### src/rtl/firip_pkg.sv
// Shared types and default sizing for the coefficient bank loader.
// Holds the loader FSM state enum and default COEFW/TM.
package firip_pkg;
  localparam int COEFW_DEF = 18;
  localparam int TM_DEF    = 2;

  typedef enum logic [1:0] {
    S_IDLE,
    S_LOAD,
    S_FULL,
    S_ARMED
  } loader_state_t;
endpackage

### src/rtl/tm_counter.sv
// Time-multiplex index counter, wraps TM-1 -> 0 on run.
// wrap flags the last index of the multiplex cycle.
module tm_counter #(
  parameter int TM = 2,
  parameter int CW = 1
) (
  input  logic          clk,
  input  logic          rst_n,
  input  logic          run,
  output logic [CW-1:0] count,
  output logic          wrap
);
  localparam logic [CW-1:0] LAST = CW'(TM - 1);

  logic [CW-1:0] r_count;

  assign count = r_count;
  assign wrap  = (r_count == LAST);

  always_ff @(posedge clk or negedge rst_n) begin
    if (!rst_n) begin
      r_count <= '0;
    end else if (run) begin
      r_count <= wrap ? '0 : r_count + CW'(1);
    end
  end
endmodule

### src/rtl/coef_bank_loader.sv
// Double-buffered coefficient bank, swapped on the multiplex wrap.
// COEF_BANK_READBACK_EN adds a registered shadow readback port.
module coef_bank_loader
  import firip_pkg::*;
#(
  parameter int COEFW = COEFW_DEF,
  parameter int TM    = TM_DEF,
  parameter int CW    = (TM > 1) ? $clog2(TM) : 1
) (
  input  logic             clk,
  input  logic             rst_n,
  input  logic             run,
  input  logic             load_valid,
  output logic             load_ready,
  input  logic [COEFW-1:0] load_data,
  input  logic             load_last,
  input  logic             swap_req,
  output logic             swap_done,
  output logic             load_err,
  output logic [CW-1:0]    counter_out,
`ifdef COEF_BANK_READBACK_EN
  input  logic [CW-1:0]    rd_addr,
  output logic [COEFW-1:0] rd_data,
`endif
  output logic [COEFW-1:0] coef_pack [TM]
);
  localparam logic [CW-1:0] LAST = CW'(TM - 1);

  loader_state_t    r_state;
  loader_state_t    w_state_nxt;
  logic [CW-1:0]    r_wptr;
  logic [CW-1:0]    w_wptr_nxt;
  logic             r_ready;
  logic             r_done;
  logic             r_err;
  logic             w_acc;
  logic             w_err;
  logic             w_swap;
  logic             w_wrap;
  logic [COEFW-1:0] r_shadow [TM];
  logic [COEFW-1:0] r_active [TM];

  tm_counter #(
    .TM (TM),
    .CW (CW)
  ) u_cnt (
    .clk   (clk),
    .rst_n (rst_n),
    .run   (run),
    .count (counter_out),
    .wrap  (w_wrap)
  );

  assign w_acc      = load_valid && r_ready;
  assign load_ready = r_ready;
  assign swap_done  = r_done;
  assign load_err   = r_err;

  always_comb begin
    w_state_nxt = r_state;
    w_wptr_nxt  = r_wptr;
    w_err       = 1'b0;
    w_swap      = 1'b0;
    unique case (r_state)
      S_IDLE, S_LOAD: begin
        if (w_acc) begin
          if ((r_wptr == LAST) && load_last) begin
            w_wptr_nxt  = '0;
            w_state_nxt = S_FULL;
          end else if ((r_wptr == LAST) || load_last) begin
            w_err       = 1'b1;
            w_wptr_nxt  = '0;
            w_state_nxt = S_IDLE;
          end else begin
            w_wptr_nxt  = r_wptr + CW'(1);
            w_state_nxt = S_LOAD;
          end
        end
      end
      S_FULL: begin
        if (swap_req) w_state_nxt = S_ARMED;
      end
      S_ARMED: begin
        // Swap only on the wrap edge so a multiplex cycle never mixes banks
        if (run && w_wrap) begin
          w_swap      = 1'b1;
          w_state_nxt = S_IDLE;
        end
      end
      default: w_state_nxt = S_IDLE;
    endcase
  end

  always_ff @(posedge clk or negedge rst_n) begin
    if (!rst_n) begin
      r_state <= S_IDLE;
      r_wptr  <= '0;
      r_ready <= 1'b0;
      r_done  <= 1'b0;
      r_err   <= 1'b0;
    end else begin
      r_state <= w_state_nxt;
      r_wptr  <= w_wptr_nxt;
      r_ready <= (w_state_nxt == S_IDLE) || (w_state_nxt == S_LOAD);
      r_done  <= w_swap;
      r_err   <= w_err;
    end
  end

  always_ff @(posedge clk or negedge rst_n) begin
    if (!rst_n) begin
      for (int i = 0; i < TM; i++) begin
        r_shadow[i] <= '0;
        r_active[i] <= '0;
      end
    end else begin
      if (w_acc) r_shadow[r_wptr] <= load_data;
      if (w_swap) begin
        for (int i = 0; i < TM; i++) r_active[i] <= r_shadow[i];
      end
    end
  end

  always_comb begin
    for (int i = 0; i < TM; i++) coef_pack[i] = r_active[i];
  end

`ifdef COEF_BANK_READBACK_EN
  logic [COEFW-1:0] r_rd_data;

  always_ff @(posedge clk or negedge rst_n) begin
    if (!rst_n) r_rd_data <= '0;
    else        r_rd_data <= r_shadow[rd_addr];
  end

  assign rd_data = r_rd_data;
`endif
endmodule

### config.mk
export PLATFORM = sky130hd
export DESIGN_NAME = coef_bank_loader
export DESIGN_NICKNAME = d
export VERILOG_FILES = /design/src/rtl/firip_pkg.sv /design/src/rtl/tm_counter.sv /design/src/rtl/coef_bank_loader.sv
export SDC_FILE = /design/constraint.sdc
export NUM_CORES = 1
export LEC_CHECK = 0
export ABC_AREA = 1
export CAP_MARGIN = 0
export CORE_UTILIZATION = 50
export DETAILED_ROUTE_END_ITERATION = 7
export HOLD_SLACK_MARGIN = 0.02
export PLACE_DENSITY = 0.78
export SLEW_MARGIN = 20
export SYNTH_ARGS = -nofsm -noshare
export SYNTH_HDL_FRONTEND = slang
export SYNTH_SLANG_ARGS = --single-unit
### constraint.sdc
create_clock -name clk -period 1.52 [get_ports clk]
set_input_delay 0.456 -clock clk [delete_from_list [all_inputs] [get_ports clk]]
set_output_delay 0.456 -clock clk [all_outputs]
set_load 0.01 [all_outputs]
* Word-level counts from Yosys, hierarchy flattened
Index checks and enable logic that the tools add are counted.
** Word-level totals
- Word-level logic and storage cells :: 47
- Flip-flop bits (word level) :: 79
- Input port bits :: 24
** Cells by class
- $lt $le $gt $ge :: 2
- Reduce and logical (&&, ||, !) cells :: 10
- Add/sub/neg operators :: 2
- Mux-type cells :: 18
- Eq/ne operators :: 4
- Bitwise gates (word level) :: 1
** Operator list (count)
- $bwmux W36 :: 1
- $demux W18 S1 :: 1
- $mux W18 :: 1
- $mux W1 :: 10
- $mux W2 :: 4
- $pmux W2 S3 :: 1
- $eq A2 B1 Y1 const B :: 2
- $eq A2 B2 Y1 const B :: 2
- $logic_and A1 B1 Y1 :: 4
- $logic_not A2 Y1 :: 2
- $add A1 B1 Y1 const B :: 2
- $ge A2 B2 Y1 const B :: 1
- $logic_or A1 B1 Y1 :: 2
- $lt A2 B1 Y1 const B :: 1
- $not A1 Y2 :: 1
- $reduce_and A2 Y1 :: 1
- $reduce_or A2 Y1 :: 1

* Logic depth before layout (Yosys ltp)
Gate-level depths: netlist of run 1.
- Depth after elaboration :: 7
- Mapped depth :: 6
- Gate-level depth less buffers :: 5

* Cells and area by module
A second synthesis of run 1 with hierarchy kept.
** Unflattened totals
- Cells, all modules :: 347
- Area, all modules :: 3104.2 µm²
** By module, submodules not included
- coef_bank_loader :: area an instance 3052.9 µm², cells an instance 340, instances 1
- tm_counter :: area an instance 51.3 µm², cells an instance 7, instances 1

* Least setup slack after synthesis of run 1
No wires, ideal clock.
- Path type :: in2reg
- Start point :: input load_valid
- End point :: register r_shadow[18] in the netlist's numbering
- Slack :: 0.309 ns
- Buffers on the path :: 2
- Setup time :: 0.123 ns
- Cell stages on the path :: 5
- Data arrival time :: 1.088 ns
- Cells stage by stage :: nand2_1 buf_4 clkbuf_1 o21ai_0 nand2_1
** On the way
- Longest elaborated chain between the ends :: 1
** Ends and longest elaborated chain
- start, declared :: line coef_bank_loader.sv:13 : input logic load_valid,
- $logic_and A1 B1 Y1 :: line coef_bank_loader.sv:54 : assign w_acc = load_valid && r_ready;
- end signal, assigned by index :: line coef_bank_loader.sv:117 : if (w_acc) r_shadow[r_wptr] <= load_data;
- end, declared :: line coef_bank_loader.sv:40 : logic [COEFW-1:0] r_shadow [TM];
No other way between the ends.
A chain may end at the register's enable or synchronous reset.

* Worst setup path after layout of run 1
- Start point :: register r_active, in the netlist coef_pack[25]
- End point :: output coef_pack[25] in the netlist's numbering
** RTL lines
- start, declared :: line coef_bank_loader.sv:41 : logic [COEFW-1:0] r_active [TM];
- start signal, assigned by index :: line coef_bank_loader.sv:114 : r_active[i] <= '0;
- end, declared :: line coef_bank_loader.sv:25 : output logic [COEFW-1:0] coef_pack [TM]
No word-level cell between the ends.

==> metrics.md, run 1 <==
| Metric | Value |
|---|---|
| Syn Area/Cell | roughly 9.0 um2 |
| Reg-to-Reg End | coef_pack[19] |
| Crit path max fanout | 2 |
| Port buffer count | 63 |
| Internal power | a little under 0.005 W |
| Comb power frac | 33.5% |
| Synth Cell Area | 3090 um2 |
| Required @ worst endpoint | about 1.1 ns |
| CP arrival | 1.03 ns |
| Pre-CTS setup slack | -0.183 ns |
| Yosys top cell area share | 64.0% |
| Pin count of the biggest net entering global routing | between 40 and 50 |
| Crit path buf inv count | 1 |
| Vias in the first global route | 2336 |
| Final slew viol count | 0 |
| Die W | 80.6 um |
| Setup CP Type | flip-flop to primary output |
| Startpoint Class | flip-flop |
| RSZ-0062 raised after global routing | no |
| Top-count cell post-synth | nand2_1 |
| Most frequent cells after synthesis | 189 x nand2_1, 79 x dfrtp_1, 36 x o21ai_0, 6 x clkbuf_1, 6 x inv_1 |
| Status | finished, final reports clean |
| Post-DP HPWL | 4450 um |
| Layout area overhead | 29.5% |
| CTS root buffer | clkbuf_8 |
| Flops & latches, synth | 79 |
| Minimum clock period | 1.48 ns |
| Hold-fix buffers at CTS | 0 |
| Routability congestion estimate | 0.788 |
| Drt pass-1 iters | 5 |
| Drt total wl | 6490 um |
| Final hold vios | 0 |
| Clock buffer count from CTS | 9 |
| Period utilization | 97.6% |
| Sequential power share | 47.1% |
| Leak | roughly 2.2 nW |
| Slew margin rel. | 79.8% |
| Fill cell total of the finished layout | 507 |
| Synth async-reset ratio | 100% |
| Diode count | 0 |
| Clk slew on worst S/H paths | ~0.08 ns |
| Clock power frac | 19.4% |
| Core ar. | 5920 um2 |
| DR DRC count | 0 |
| Final setup vio count | 0 |
| DP Area | 3860 um2 |
| Hold Path Class | input pin to asynchronous set/reset pin |
| WL/cell | 13.1 um |
| Remaining Overflow, GRT | 0 |
| Cell area after layout | 4000 um2 |
| Slack of the critical path | 0.0368 ns |
| Synth Flop Type | dfrtp_1 |
| Synth Instances | 342 |
| Switch share | about a third |
| CTS sink count | 79 |
| Clock Latency Late Sink | 0.35 ns |
| Global-route wire length before repair | ~11000 um |
| Clk_skew | 0.00878 ns |
| Layout cells sized above 1 | 8.57% |
| Largest stage delay, worst path | 0.40 ns |
| GRT Util Overall | 23.4% |
| Design Power | between 0.007 and 0.008 W |
| Reg2reg start | u_cnt.count |
| Worst reg2reg path depth | 6 |
| Via density per instance | 4.89 |
| Initial antenna violation count | 0 |
| Row count | 28 |
| CTS tree | built |
| CP delay by family, top | flip-flops |
| Worst-margin pin slew | roughly 0.30 ns |
| H-tree depth | 3 |
| MaxCap Viol Count | 0 |
| NetSw | 0.00263 W |
| Height of the die | 80.6 um |
| Die area | 6490 um2 |
| DRT iter0 DRCs | 171 |
| Cell Chain, Critical Path | dlygate4sd2_1 |
| Distinct cells, synth | 16 |
| Layout net count | around 440 |
| Cell taking the most area after synthesis | dfrtp_1 |
| Pwr dens | about 1900 nW/um2 |
| Syn Nets | 368 |
| Maximum vdd ir drop | around 0.9 mV |
| Crit end category | primary output |
| Io pins | between 60 and 70 |
| R2r setup slk | 0.30 ns |
| Max Fclk | 0.674 GHz |
| Post-detailed-route count of antenna-violating nets | 0 |
| Initial Util | a little over half |
| Ranking of synthesized cells by area | dfrtp_1 64%, nand2_1 23%, o21ai_0 5.8%, buf_6 1.1%, buf_2 0.81% |
| Ys Warns | 0 |
| Critical path's slowest cell | dfrtp_1 |
| Vias | 2421 |
| Post-synthesis sequential area ratio | 64.0% |
| Max Root-Sink Buffers | 2 |
| Post-synth EDFFs | 0 |
area by class of cell:
type / count / area (um2) / area share, %
Clock buffer: 10 / 128 / 3.19
Tap cell: 75 / 93.8 / 2.35
Timing Repair Buffer: 80 / 743 / 18.6
Multi-Input combinational cell: 239 / 980 / 24.5
Clock inverter: 5 / 50.0 / 1.25
Sequential cell: 79 / 1980 / 49.5
Inverter: 7 / 26.3 / 0.657
power by group through the flow:
stage               Sequential, W  Combinational [W]  Clock [W]
floorplan                 0.00371            0.00119          0
detailed placement        0.00359            0.00282          0
global placement          0.00356            0.00272          0
CTS                       0.00353            0.00254    0.00149
finish                    0.00353            0.00251    0.00145
global route              0.00365            0.00286    0.00158
per-layer routing:
layer	vias to the layer above	GRT usage [%]	share of wire, %
met3	14	3.98	4.5
li1	1205	-	-
met2	58	34.5	46
met5	-	0	0
met4	0	14.1	2.5
met1	1144	32.3	47
stage by stage:
stage	hold slack, ns	util [%]	std cells	setup TNS, ns
floorplan	0.160	-	342	0
global placement	0.447	65.2	479	-7.31
detailed placement	0.445	65.2	479	-9.84
CTS	0.0644	67.5	495	0
global route	0.0750	67.5	495	0
finish	0.0655	67.5	495	0
worst max path at each step:
| stage | startpoint | slack (ns) | end | depth (start not counted) |
|---|---|---|---|---|
| after floorplan | load_valid | 0.31 | r_shadow[18] | 5 |
| after global placement | run | -0.12 | coef_pack[15] | 6 |
| after detailed placement | load_valid | -0.18 | r_shadow[24] | 5 |
| after CTS | coef_pack[5] | 0.02 | coef_pack[5] | 1 |
| after global routing | coef_pack[17] | 0.0009 | coef_pack[17] | 1 |
| final | coef_pack[25] | 0.04 | coef_pack[25] | 1 |
registers in the layout (all words and copies together) (netlist names), named ones only:
name / count
coef_pack: 36
r_shadow: 36
load_err: 1
load_ready: 1
r_state: 1
r_wptr: 1
swap_done: 1
u_cnt.count: 1
placed cells by master (no fill, tap or decap), drive strengths merged:
cell type / count
clkbuf: 10
buf: 18
bufinv: 1
dfrtp: 79
a21oi: 1
ha: 2
clkdlybuf4s50: 22
nand3: 4
xor2: 1
nand2: 189
o21ai: 37
dlygate4sd2: 40
inv: 7
nor2: 5
clkinv: 4
timing repair:
| item | 4_1_cts | 5_1_grt |
|---|---|---|
| gates resized for setup | 40 | 0 |
| endpoints found under the setup margin | 40 | 0 |
| buffers inserted | 1 | 0 |
kinds of logic after synthesis:
group,Yosys count,share of synthesized area [%]
AO/OA/AOI/OAI,38,6.16
XOR/XNOR,1,0.284
adder cells (fa/ha/maj),2,0.811
buffers and inverters,24,4.22
flip-flops,79,64.0
AND/OR/NAND/NOR,198,24.5
worst reg2reg max path: stages (launching register included):
cell and delay, ns:
dfrtp_1 0.35, buf_4 0.13, nand2_1 0.06, nor2_2 0.15
buf_4 0.29, nand2_1 0.11, nand2_1 0.08
No activity file was read; power rests on OpenSTA's default activity.
==> run 2, diff against run 1 <==
--- a/config.mk
+++ b/config.mk
@@ -11,6 +11,7 @@
 export DETAILED_ROUTE_END_ITERATION = 7
 export HOLD_SLACK_MARGIN = 0.02
 export PLACE_DENSITY = 0.78
+export SETUP_SLACK_MARGIN = 0.1
 export SLEW_MARGIN = 20
 export SYNTH_ARGS = -nofsm -noshare
 export SYNTH_HDL_FRONTEND = slang
==> metrics.md, run 2 (synthesis gave the netlist of run 1 again) <==
| Metric | Value |
|---|---|
| Crit end category | primary output |
| Minimum clock period | 1.38 ns |
| Port buffer count | 63 |
| RSZ-0062 raised after global routing | no |
| Required @ worst endpoint | between 1 and 1.5 ns |
| Cell Chain, Critical Path | clkdlybuf4s15_1 |
| Vias in the first global route | 2354 |
| Drt pass-1 iters | 4 |
| Row count | 28 |
| Period utilization | 91.1% |
| Grt met3 use | slightly below 4% |
| Io pins | 64 |
| Crit path max fanout | 1 |
| Global-route wire length before repair | 11200 um |
| WL/cell | 13.2 um |
| Leak | approximately 2.2 nW |
| Multi-input logic area | 982 um2 |
| Layout cells sized above 1 | 20.2% |
| Commonest non-fill, non-tap cell in the layout | nand2_1 |
| DRT iter0 DRCs | 160 |
| Startpoint Class | flip-flop |
| Final setup vio count | 0 |
| Die area | 6490 um2 |
| Crit path buf inv count | 1 |
| H-tree depth | 3 |
| Cell area after layout | between 3000 and 4000 um2 |
| Pwr dens | 1930 nW/um2 |
| DP Area | 3860 um2 |
| Die W | 80.6 um |
| Post-detailed-route count of antenna-violating nets | 0 |
| Max Root-Sink Buffers | 2 |
| Routability congestion estimate | 0.788 |
| Height of the die | ~81 um |
| Status | finished, final reports clean |
| Post-DP HPWL | 4450 um |
| Top Usage Layer GRT | met2 |
| Design Power | 0.00758 W |
| Remaining Overflow, GRT | 0 |
| WP depth | 1 |
| Drt total wl | about 6700 um |
| Clock Latency Late Sink | 0.35 ns |
| Clock buffer count from CTS | 9 |
| Most frequent cells in the layout | 188 x nand2_1, 79 x dfrtp_1, 37 x buf_2, 36 x o21ai_0, 26 x buf_4 |
| Pin count of the biggest net entering global routing | 43 |
| Fill cell total of the finished layout | 500 |
| CTS root buffer | clkbuf_8 |
| GRT Util Overall | between 20% and 30% |
| GRT met2 Usage | around a third |
| Hold-fix buffers at CTS | 0 |
| Critical path's slowest cell | dfrtp_1 |
| Post-layout util | about 67% |
| CTS sink count | 79 |
| Final hold vios | 0 |
| Worst-margin pin slew | 0.303 ns |
| FF+latch area | 1980 um2 |
| Core ar. | 5920 um2 |
| Slew margin rel. | roughly four fifths |
| DR DRC count | 0 |
| Clk_skew | 0.00986 ns |
| Vias | 2472 |
| CP delay by family, top | flip-flops |
| Diode count | 0 |
| CP arrival | approximately 0.93 ns |
| Largest stage delay, worst path | 0.36 ns |
| MaxCap Viol Count | 0 |
| Maximum vdd ir drop | 0.905 mV |
| Setup CP Type | flip-flop to primary output |
| Layout net count | 453 |
| CTS tree | built |
| Max Fclk | 0.722 GHz |
| Worst reg2reg path depth | 6 |
| Met1 usage | 33.4% |
| Hold Path Class | input pin to asynchronous set/reset pin |
| Initial antenna violation count | 0 |
| Via density per instance | 4.89 |
| Clk slew on worst S/H paths | 0.08 ns |
| Final slew viol count | 0 |
| Initial Util | a little over half |
| Layout area overhead | 27.6% |
[run 2: cell count changes in the layout (fill, tap and decap cells not counted), sizes merged]
cell,before,now
buf,18,66
clkdlybuf4s15,0,1
clkbuf,10,12
dlygate4sd2,40,0
[run 2: path summary, 6_finish.rpt]
check                              start  slack (ns)             to
min in group clk           coef_pack[13]        0.47  coef_pack[13]
hold / removal                     rst_n        0.07  coef_pack[29]
max in group asynchronous          rst_n        1.23   coef_pack[8]
hold reg to reg            coef_pack[13]        0.47  coef_pack[13]
setup reg to reg             u_cnt.count        0.30  coef_pack[19]
setup / recovery               swap_done        0.14      swap_done
[run 2: report_power, final]
group	total [W]	internal (W)	switching (W)
Combinational	0.00259	0.00111	0.00148
Sequential	0.00353	0.00304	0.000489
Clock	0.00146	0.000739	0.000725
[run 2: timing repair]
item / in CTS / in global routing
setup endpoints to repair: 40 / 14
resized for setup: 148 / 9
setup buffers: 11 / 1
[run 2: through the flow]
| stage | cells | hold slack (ns) | setup TNS (ns) | setup WS, ns |
|---|---|---|---|---|
| after floorplan | 342 | 0.160 | 0 | 0.309 |
| after global placement | 479 | 0.447 | -7.31 | -0.123 |
| after detailed placement | 479 | 0.445 | -9.84 | -0.183 |
| after CTS | 505 | 0.0644 | 0 | 0.0826 |
| after global routing | 506 | 0.0758 | 0 | 0.102 |
| final | 506 | 0.0683 | 0 | 0.135 |
[run 2: metal layers]
| metal | wire, um | up-vias | part of all wire [%] |
|---|---|---|---|
| met5 | 0 | - | 0 |
| met4 | 162 | 0 | 2.4 |
| met3 | 271 | 14 | 4.1 |
| met2 | 3040 | 59 | 46 |
| met1 | 3180 | 1175 | 48 |
| li1 | - | 1224 | - |
[run 2: layout make-up]
cell class | count | share of cell area (%)
multi-input cells | 239 | 24.9
clock buffers | 10 | 3.24
well taps | 75 | 2.38
flip-flops and latches | 79 | 50.2
clock inverters | 5 | 1.27
inverters | 7 | 0.667
repair buffers | 91 | 17.3
[run 2: worst reg2reg max path: stages, from the launching register on]
cell and delay [ns]:
dfrtp_1 0.35, buf_4 0.13, nand2_1 0.06, nor2_2 0.15
buf_4 0.28, nand2_1 0.11, nand2_1 0.08
==> run 3, diff against run 2 <==
==> constraint.sdc (replaced) <==
create_clock -name clk -period 1.52 [get_ports clk]
set_input_delay 0.152 -clock clk [delete_from_list [all_inputs] [get_ports clk]]
set_output_delay 0.152 -clock clk [all_outputs]
set_load 0.01 [all_outputs]
==> metrics.md, run 3 (synthesis gave the netlist of run 1 again) <==
| Metric | Value |
|---|---|
| Clock buffer count from CTS | 9 |
| Final hold vios | 0 |
| Core ar. | 5920 um2 |
| DR DRC count | 0 |
| Cell Count, Final, Fillers Out | 491 |
| Pin count of the biggest net entering global routing | 39 |
| Sequential power share | 45.4% |
| Post-detailed-route count of antenna-violating nets | 0 |
| MaxCap Viol Count | 0 |
| CP arrival | approximately 1.2 ns |
| Clk_skew | about 0.0066 ns |
| Period utilization | about 92% |
| Clk slew on worst S/H paths | 0.08 ns |
| Setup CP Type | flip-flop to primary output |
| Final hold slack | roughly 0.28 ns |
| R2r setup slk | 0.29 ns |
| Reg2reg start | r_state[1] |
| Final slew viol count | 0 |
| Commonest non-fill, non-tap cell in the layout | nand2_1 |
| GRT Util Overall | 23.5% |
| Hold Path Class | input pin to asynchronous set/reset pin |
| Clock Latency Late Sink | approximately 0.34 ns |
| Crit end category | primary output |
| Comb power frac | 34.7% |
| Remaining Overflow, GRT | 0 |
| Drt pass-1 iters | 4 |
| Vias | 2431 |
| Leak | 2.48 nW |
| Cell Chain, Critical Path | clkdlybuf4s50_1 |
| Crit path max fanout | 2 |
| Die area | 6490 um2 |
| Cell area after layout | just over 4000 um2 |
| Row count | 28 |
| Global-route wire length before repair | 11300 um |
| Routability congestion estimate | between 0.8 and 0.9 |
| CTS tree | built |
| Most frequent cells in the layout | 189 x nand2_1, 79 x dfrtp_1, 36 x o21ai_0, 29 x clkdlybuf4s50_1, 28 x dlymetal6s2s_1 |
| Reg-to-Reg End | coef_pack[13] |
| Die W | 80.6 um |
| Diode count | 0 |
| Required @ worst endpoint | 1.37 ns |
| Internal power | between 0.005 and 0.006 W |
| Io pins | 64 |
| NetSw | 0.00266 W |
| Placed insts | between 400 and 500 |
| Post-DP HPWL | roughly 4300 um |
| Post-layout util | 69.3% |
| DRT iter0 DRCs | 190 |
| Initial Util | 52.1% |
| Slew margin rel. | 72.8% |
| H-tree depth | 3 |
| Height of the die | 80.6 um |
| Worst reg2reg path depth | 5 |
| Final setup vio count | 0 |
| DP Area | between 3000 and 4000 um2 |
| Layout net count | 438 |
| RSZ-0062 raised after global routing | no |
| Drt total wl | 6770 um |
| Max Root-Sink Buffers | 2 |
| Crit path buf inv count | 1 |
| CTS sink count | 79 |
| Critical path's slowest cell | clkdlybuf4s50_1 |
| Clock power frac | roughly 20% |
| Layout cells sized above 1 | 7.69% |
| Largest stage delay, worst path | 0.55 ns |
| Initial antenna violation count | 0 |
| Layout area overhead | 33.0% |
| CTS root buffer | clkbuf_8 |
| Via density per instance | 4.95 |
| Minimum clock period | 1.39 ns |
| Max Fclk | 0.717 GHz |
| Switch share | 34.1% |
| Startpoint Class | flip-flop |
| WL/cell | 13.8 um |
| Status | finished, final reports clean |
| Pwr dens | 1900 nW/um2 |
| CP delay by family, top | buffers and inverters |
| Vias in the first global route | 2358 |
| Port buffer count | 63 |
| Maximum vdd ir drop | slightly below 1 mV |
| Worst-margin pin slew | 0.408 ns |
run 3: cell count changes in the layout (fill, tap and decap cells not counted), moves of 2 or more:
| cell | delta |
|---|---|
| clkdlybuf4s50_1 | +7 |
| clkbuf_8 | +2 |
| clkbuf_2 | -2 |
| dlymetal6s2s_1 | +28 |
| buf_2 | -37 |
| dlygate4sd2_1 | +5 |
| buf_4 | -16 |
run 3: worst max-delay path by stage:
stage,startpoint,endpoint,depth (start not counted)
finish,coef_pack[35],coef_pack[35],1
global route,coef_pack[16],coef_pack[16],1
CTS,coef_pack[11],coef_pack[11],1
detailed placement,run,coef_pack[17],6
global placement,run,coef_pack[35],6
floorplan,r_wptr,load_err,5
run 3: per-layer routing:
layer / track usage (%) / up-vias / part of all wire (%)
li1: - / 1199 / -
met1: 33.6 / 1142 / 46
met2: 34.7 / 78 / 47
met3: 3.86 / 12 / 5.7
met4: 11.8 / 0 / 1.4
met5: 0 / - / 0
run 3: cell type report:
class	instances	area, um2
Clock buffer	11	151
Clock inverter	4	45.0
Fill cell	452	1820
Inverter	7	28.8
Multi-Input combinational cell	239	980
Sequential cell	79	1980
Tap cell	75	93.8
Timing Repair Buffer	76	830
run 3: power groups by stage:
stage,Clock (W),Sequential (W),Combinational (W)
floorplan,0,0.00371,0.00119
finish,0.00155,0.00353,0.00270
CTS,0.00158,0.00354,0.00281
global placement,0,0.00357,0.00268
detailed placement,0,0.00359,0.00277
global route,0.00166,0.00364,0.00306
run 3: timing repair:
item / 4_1_cts / 5_1_grt
hold endpoints to repair: 28 / 0
endpoints found under the setup margin: 6 / 65
pin swaps: 0 / 0
hold buffers: 1 / 0
buffers inserted: 2 / 0
gates resized for setup: 5 / 30
run 3: stage by stage:
step | total power, W | setup slack (ns) | TNS (ns)
after floorplan | 0.00490 | 0.366 | 0
after global placement | 0.00624 | 0.0215 | 0
after detailed placement | 0.00636 | -0.0603 | -1.36
after CTS | 0.00793 | 0.100 | 0
after global routing | 0.00836 | 0.103 | 0
final | 0.00778 | 0.126 | 0
